**src/rtl/div_share_ctrl_pkg.sv**
```systemverilog
// Shared types and constants for the divider-sharing controller.
package div_ctrl_pkg;

  typedef enum logic [1:0] {
    IDLE = 2'd0,
    RUN  = 2'd1,
    RESP = 2'd2
  } state_t;

  typedef enum logic [1:0] {
    ERR_OK  = 2'b00,
    ERR_DBZ = 2'b01,
    ERR_TMO = 2'b10
  } err_t;

  localparam int DEFAULT_TIMEOUT = 40;

  // Wide enough for any supported operand width; users slice [WIDTH-1:0].
  localparam int                   MAX_WIDTH = 64;
  localparam logic [MAX_WIDTH-1:0] DBZ_QUOT  = '1;

endpackage

```
**src/rtl/div_share_ctrl_rr_arbiter.sv**
```systemverilog
// Combinational round-robin picker: first requester at or after ptr, wrapping at NREQ.
module rr_arbiter #(
  parameter int NREQ = 4,
  parameter int IW   = $clog2(NREQ)
) (
  input  logic [NREQ-1:0] req,
  input  logic [IW-1:0]   ptr,
  input  logic            enable,
  output logic [NREQ-1:0] gnt,
  output logic [IW-1:0]   idx
);

  localparam int SW = IW + 1;

  logic [IW-1:0] cand [NREQ];
  logic          found;

  // cand[gi] is the requester examined at priority position gi.
  for (genvar gi = 0; gi < NREQ; gi++) begin : g_cand
    logic [SW-1:0] sum;
    assign sum       = {1'b0, ptr} + SW'(gi);
    assign cand[gi]  = (sum >= SW'(NREQ)) ? IW'(sum - SW'(NREQ)) : sum[IW-1:0];
  end

  always_comb begin
    gnt   = '0;
    idx   = '0;
    found = 1'b0;
    for (int i = 0; i < NREQ; i++) begin
      if (enable && !found && req[cand[i]]) begin
        gnt[cand[i]] = 1'b1;
        idx          = cand[i];
        found        = 1'b1;
      end
    end
  end

endmodule

```
**src/rtl/div_share_ctrl.sv**
```systemverilog
// Shares one iterative start/done divider among NREQ requesters with round-robin
// arbitration, local divide-by-zero handling and a RUN watchdog.
module div_share_ctrl
  import div_ctrl_pkg::*;
#(
  parameter int NREQ    = 4,
  parameter int WIDTH   = 32,
  parameter int TIMEOUT = DEFAULT_TIMEOUT
) (
  input  logic                  clk,
  input  logic                  rst_n,
  input  logic [NREQ-1:0]       req_valid,
  output logic [NREQ-1:0]       req_ready,
  input  logic [NREQ*WIDTH-1:0] req_dividend,
  input  logic [NREQ*WIDTH-1:0] req_divisor,
  output logic [NREQ-1:0]       rsp_valid,
  input  logic [NREQ-1:0]       rsp_ready,
  output logic [WIDTH-1:0]      rsp_quot,
  output logic [WIDTH-1:0]      rsp_rem,
  output logic [1:0]            rsp_err,
  output logic                  div_start,
  output logic [WIDTH-1:0]      div_dividend,
  output logic [WIDTH-1:0]      div_divisor,
  input  logic                  div_done,
  input  logic [WIDTH-1:0]      div_quot,
  input  logic [WIDTH-1:0]      div_rem,
  output logic                  busy
);

  localparam int IW = $clog2(NREQ);
  localparam int CW = $clog2(TIMEOUT + 1);

  state_t           state_reg, state_next;
  logic [IW-1:0]    ptr_reg, ptr_next;
  logic [IW-1:0]    idx_reg, idx_next;
  logic [WIDTH-1:0] dividend_reg, dividend_next;
  logic [WIDTH-1:0] divisor_reg, divisor_next;
  logic [WIDTH-1:0] quot_reg, quot_next;
  logic [WIDTH-1:0] rem_reg, rem_next;
  err_t             err_reg, err_next;
  logic [CW-1:0]    cnt_reg, cnt_next;

  logic [NREQ-1:0]  gnt;
  logic [IW-1:0]    gnt_idx;
  logic [WIDTH-1:0] dvd_arr [NREQ];
  logic [WIDTH-1:0] dvs_arr [NREQ];

  for (genvar gi = 0; gi < NREQ; gi++) begin : g_lane
    assign dvd_arr[gi]   = req_dividend[gi*WIDTH +: WIDTH];
    assign dvs_arr[gi]   = req_divisor[gi*WIDTH +: WIDTH];
    assign rsp_valid[gi] = (state_reg == RESP) && (idx_reg == IW'(gi));
  end

  rr_arbiter #(.NREQ(NREQ), .IW(IW)) u_arb (
    .req    (req_valid),
    .ptr    (ptr_reg),
    .enable (state_reg == IDLE),
    .gnt    (gnt),
    .idx    (gnt_idx)
  );

  assign req_ready    = gnt;
  assign div_start    = (state_reg == RUN);
  assign div_dividend = dividend_reg;
  assign div_divisor  = divisor_reg;
  assign rsp_quot     = quot_reg;
  assign rsp_rem      = rem_reg;
  assign rsp_err      = err_reg;
  assign busy         = (state_reg != IDLE);

  always_comb begin
    state_next    = state_reg;
    ptr_next      = ptr_reg;
    idx_next      = idx_reg;
    dividend_next = dividend_reg;
    divisor_next  = divisor_reg;
    quot_next     = quot_reg;
    rem_next      = rem_reg;
    err_next      = err_reg;
    cnt_next      = cnt_reg;
    case (state_reg)
      IDLE: begin
        if (|gnt) begin
          idx_next      = gnt_idx;
          ptr_next      = (gnt_idx == IW'(NREQ - 1)) ? '0 : gnt_idx + 1'b1;
          dividend_next = dvd_arr[gnt_idx];
          divisor_next  = dvs_arr[gnt_idx];
          cnt_next      = '0;
          // A zero divisor is answered locally; the divider never sees it.
          if (dvs_arr[gnt_idx] == '0) begin
            quot_next  = DBZ_QUOT[WIDTH-1:0];
            rem_next   = dvd_arr[gnt_idx];
            err_next   = ERR_DBZ;
            state_next = RESP;
          end else begin
            state_next = RUN;
          end
        end
      end
      RUN: begin
        // done is tested first so it wins over a coincident timeout.
        if (div_done) begin
          quot_next  = div_quot;
          rem_next   = div_rem;
          err_next   = ERR_OK;
          cnt_next   = '0;
          state_next = RESP;
        end else if (cnt_reg == CW'(TIMEOUT - 1)) begin
          quot_next  = '0;
          rem_next   = '0;
          err_next   = ERR_TMO;
          cnt_next   = '0;
          state_next = RESP;
        end else begin
          cnt_next = cnt_reg + 1'b1;
        end
      end
      RESP: begin
        if (rsp_ready[idx_reg]) state_next = IDLE;
      end
      default: state_next = IDLE;
    endcase
  end

  always_ff @(posedge clk or negedge rst_n) begin
    if (!rst_n) begin
      state_reg    <= IDLE;
      ptr_reg      <= '0;
      idx_reg      <= '0;
      dividend_reg <= '0;
      divisor_reg  <= '0;
      quot_reg     <= '0;
      rem_reg      <= '0;
      err_reg      <= ERR_OK;
      cnt_reg      <= '0;
    end else begin
      state_reg    <= state_next;
      ptr_reg      <= ptr_next;
      idx_reg      <= idx_next;
      dividend_reg <= dividend_next;
      divisor_reg  <= divisor_next;
      quot_reg     <= quot_next;
      rem_reg      <= rem_next;
      err_reg      <= err_next;
      cnt_reg      <= cnt_next;
    end
  end

endmodule

```
**config.mk**
```make
export PLATFORM = sky130hd
export DESIGN_NAME = div_share_ctrl
export DESIGN_NICKNAME = d
export VERILOG_FILES = /design/src/rtl/div_share_ctrl_pkg.sv /design/src/rtl/div_share_ctrl_rr_arbiter.sv /design/src/rtl/div_share_ctrl.sv
export SDC_FILE = /design/constraint.sdc
export NUM_CORES = 1
export LEC_CHECK = 0
export BUFFER_PORTS_ARGS = -buffer_cell sky130_fd_sc_hd__buf_2
export CAP_MARGIN = 20
export CORE_MARGIN = 10
export CORE_UTILIZATION = 40
export DETAILED_ROUTE_END_ITERATION = 6
export PLACE_DENSITY_LB_ADDON = 0.15
export RECOVER_POWER = 25
export SYNTH_ARGS = -nofsm -noshare
export SYNTH_HDL_FRONTEND = slang
export SYNTH_SLANG_ARGS = --single-unit
export TNS_END_PERCENT = 20
```
**constraint.sdc**
```tcl
create_clock -name clk -period 9.85 [get_ports clk]
set_input_delay 0.4925 -clock clk [delete_from_list [all_inputs] [get_ports clk]]
set_output_delay 0.4925 -clock clk [all_outputs]
set_load 0.01 [all_outputs]
```
==> flow_summary.json <==
{
  "status": "finished with violations",
  "violations": "DRC, capacitance limit, slew limit",
  "grt_pass1_wl_um": 67400,
  "synth_top_family_by_area": "compound AO/OA/AOI/OAI gates",
  "ys_seq_area_share_pct": 33.9,
  "synth-compound-area-share_pct": 27.7,
  "initialDrtViolationCount": 1194,
  "initial_core_util_pct": 40.5,
  "ys_types": 55,
  "design_area_sq_mm": 0.0135,
  "cts_root_buf": "clkbuf_16",
  "cts_resized": 0,
  "synth_fa_ha_area_share_pct": 0.834,
  "fin_skew_ns": 0.0128,
  "cts_num_sinks": 142,
  "syn_area_sq_mm": 0.0105,
  "vias_per_cell": 5.64,
  "finalHoldViolCount": 0,
  "antenna_left": 0,
  "gp_congestion": 0.885,
  "final_common_cell": "buf_2",
  "nets": 2026,
  "synth_simple_gate_area_share_pct": 21.5,
  "cts_tree": "yes",
  "io_buffers": 470,
  "grt_pass1_vias": 11300,
  "die_y_um": 182,
  "wl_per_cell_um": 21.8,
  "multiInputGateArea_sq_mm": 0.00624,
  "synthFlopType": "dfrtp_1",
  "slew-limit-headroom_pct": -253,
  "dpl_cell_area_sq_mm": 0.0129,
  "async_reset_ff_share_pct": 100,
  "synth_seq_cells": 142,
  "clk_latency_ns": 0.42,
  "synth_mux_area_share_pct": 8.61,
  "r2r_slack_ns": 3.26,
  "hold_depth": 3,
  "yosysWarnings": 0,
  "die-area_sq_mm": 0.0331,
  "grt_overflow": 0,
  "grtUsageTotal_pct": 25.5,
  "io_pins": 471,
  "peakVddDrop_uv": 274,
  "critPathArrivalTime_ns": 6.89,
  "required_ns": 10.15,
  "crit-reg2reg-launch": "ptr_reg[0]",
  "grt_max_degree": 101,
  "period_minus_slack_ns": 6.59,
  "wl_um": 44600,
  "clk_path_buf_depth": 2,
  "setup_viol_count_final": 0,
  "dp_hpwl_um": 33600,
  "crit_fanout": 53,
  "worst-slew-pin-transition_ns": 5.29,
  "hp-start": "div_rem[13]",
  "reg2reg_depth": 13,
  "min-delay-path-class": "primary input to flip-flop",
  "r2r-end": "rsp_err[1]",
  "rsz0062_at_grt": "no",
  "regArea_sq_mm": 0.00356,
  "crit_path_end_kind": "flip-flop",
  "cts_buffers": 17,
  "remaining_drc_errors": 1,
  "dieWidth_um": 182,
  "syn_nets": 1639,
  "layout_worst_path_cycle_share_pct": 66.9,
  "rows": 59,
  "firstDrtPassIters": 7,
  "path_class": "flip-flop to flip-flop",
  "synth.avg_cell_area_sq_um": 8.07,
  "n_fill_cell": 2539,
  "synth_edf_count": 0,
  "powerDensity_mw_per_mm2": 377,
  "antenna_found_initial": 9,
  "path_clk_slew_ns": 0.07,
  "coreArea_sq_mm": 0.0259,
  "start_kind": "flip-flop",
  "drv_slew": 92,
  "drive_gt1_share_pct": 34.5,
  "cap_violations": 1,
  "syn_inst": 1301,
  "synth_xor_area_share_pct": 0.334,
  "htree_levels": 4,
  "fin_tns_setup_ns": 0,
  "hold_buffers": 0,
  "via_count": 11500,
  "holdPathEnd": "rsp_rem[13]",
  "p_leak_uw": 0.00661,
  "post-cts-setup-buffers": 0,
  "syn_to_final_growth_pct": 28.3,
  "max_freq_ghz": 0.152,
  "final_cell_mix": "453 x buf_2, 304 x nand2_1, 141 x dfrtp_1"
}
## final cells by class
cell class              instances  share of cell area, %
diodes                          9                  0.167
clock buffers                  19                   3.29
clock inverters                13                   1.05
inverters                      47                   1.31
multi-input cells             993                   46.3
flip-flops and latches        142                   26.4
well taps                     335                   3.11
repair buffers                487                   18.3
## metrics by stage
stage / setup slack (ns) / util [%] / hold slack (ns) / instances / total power, uW
after floorplan: 6.04 / - / 0.197 / 1301 / 3460
after global placement: 3.29 / 49.7 / 0.447 / 2003 / 4380
after detailed placement: 3.23 / 49.7 / 0.455 / 2004 / 4440
after CTS: 3.22 / 52.0 / 0.205 / 2036 / 5090
after global routing: 2.84 / 51.9 / 0.346 / 2042 / 5500
final: 3.26 / 52.0 / 0.337 / 2045 / 5080
## worst max-delay path by stage
| stage | startpoint | end |
|---|---|---|
| after global placement | ptr_reg[0] | rsp_err[1] |
| after global routing | ptr_reg[0] | rsp_err[1] |
| final | ptr_reg[0] | rsp_err[1] |
| after CTS | ptr_reg[0] | rsp_err[1] |
| after detailed placement | ptr_reg[0] | rsp_err[1] |
| after floorplan | ptr_reg[0] | rsp_rem[23] |
## power by group
part	switching (uW)	total (uW)	internal (uW)	leakage, uW
Combinational	2180	3370	1190	0.00470
Clock	268	648	381	0.000279
Sequential	220	1060	839	0.00164
## cell families after synthesis
kind of cell | count (synthesis)
multiplexers | 83
AO/OA/AOI/OAI | 361
flip-flops | 142
adder cells (fa/ha/maj) | 7
AND/OR/NAND/NOR | 538
buffers and inverters | 166
XOR/XNOR | 4
## critical path, cell delays in order, from the launching register on
cell      delay [ns]
dfrtp_1         0.62
inv_1           0.23
ha_1            0.56
mux4_2          0.58
o211ai_1        0.22
and4b_2         0.76
buf_4           0.60
mux2i_1         0.25
mux2i_1         0.13
nor3_4          0.16
buf_4           0.38
and3_2          0.95
nand2_4         0.60
a31o_1          0.39
## per-layer routing
metal  up-vias  GRT usage, %  wire length, um
met5         -             0                0
met2       537          40.7            21200
met4         0          8.20              995
met3        54          6.08             3910
met1      5445          33.2            18500
li1       5495             -                -
## cells in the mapped netlist, types with 3 or more instances
cell type | number | area, sq um
a211oi_1 | 5 | 37.5
a211oi_2 | 29 | 363
a21o_1 | 32 | 240
a21oi_1 | 75 | 375
a222oi_1 | 36 | 360
a22o_1 | 8 | 70.1
a311oi_1 | 32 | 280
a41oi_2 | 30 | 488
and3_1 | 5 | 31.3
and4_1 | 6 | 52.6
buf_1 | 7 | 26.3
buf_2 | 21 | 105
buf_4 | 8 | 60.1
buf_6 | 9 | 101
clkbuf_1 | 74 | 278
dfrtp_1 | 142 | 3550
ha_1 | 7 | 87.6
inv_1 | 47 | 176
mux2_2 | 3 | 33.8
mux2i_1 | 73 | 731
mux4_2 | 5 | 113
nand2_1 | 304 | 1140
nand3_1 | 37 | 185
nand4_1 | 9 | 56.3
nor2_1 | 137 | 514
nor4_1 | 26 | 163
o211ai_1 | 8 | 60.1
o21ai_0 | 55 | 275
o21ai_1 | 5 | 25.0
o22ai_1 | 32 | 200
(Power assumes the default switching activity.)
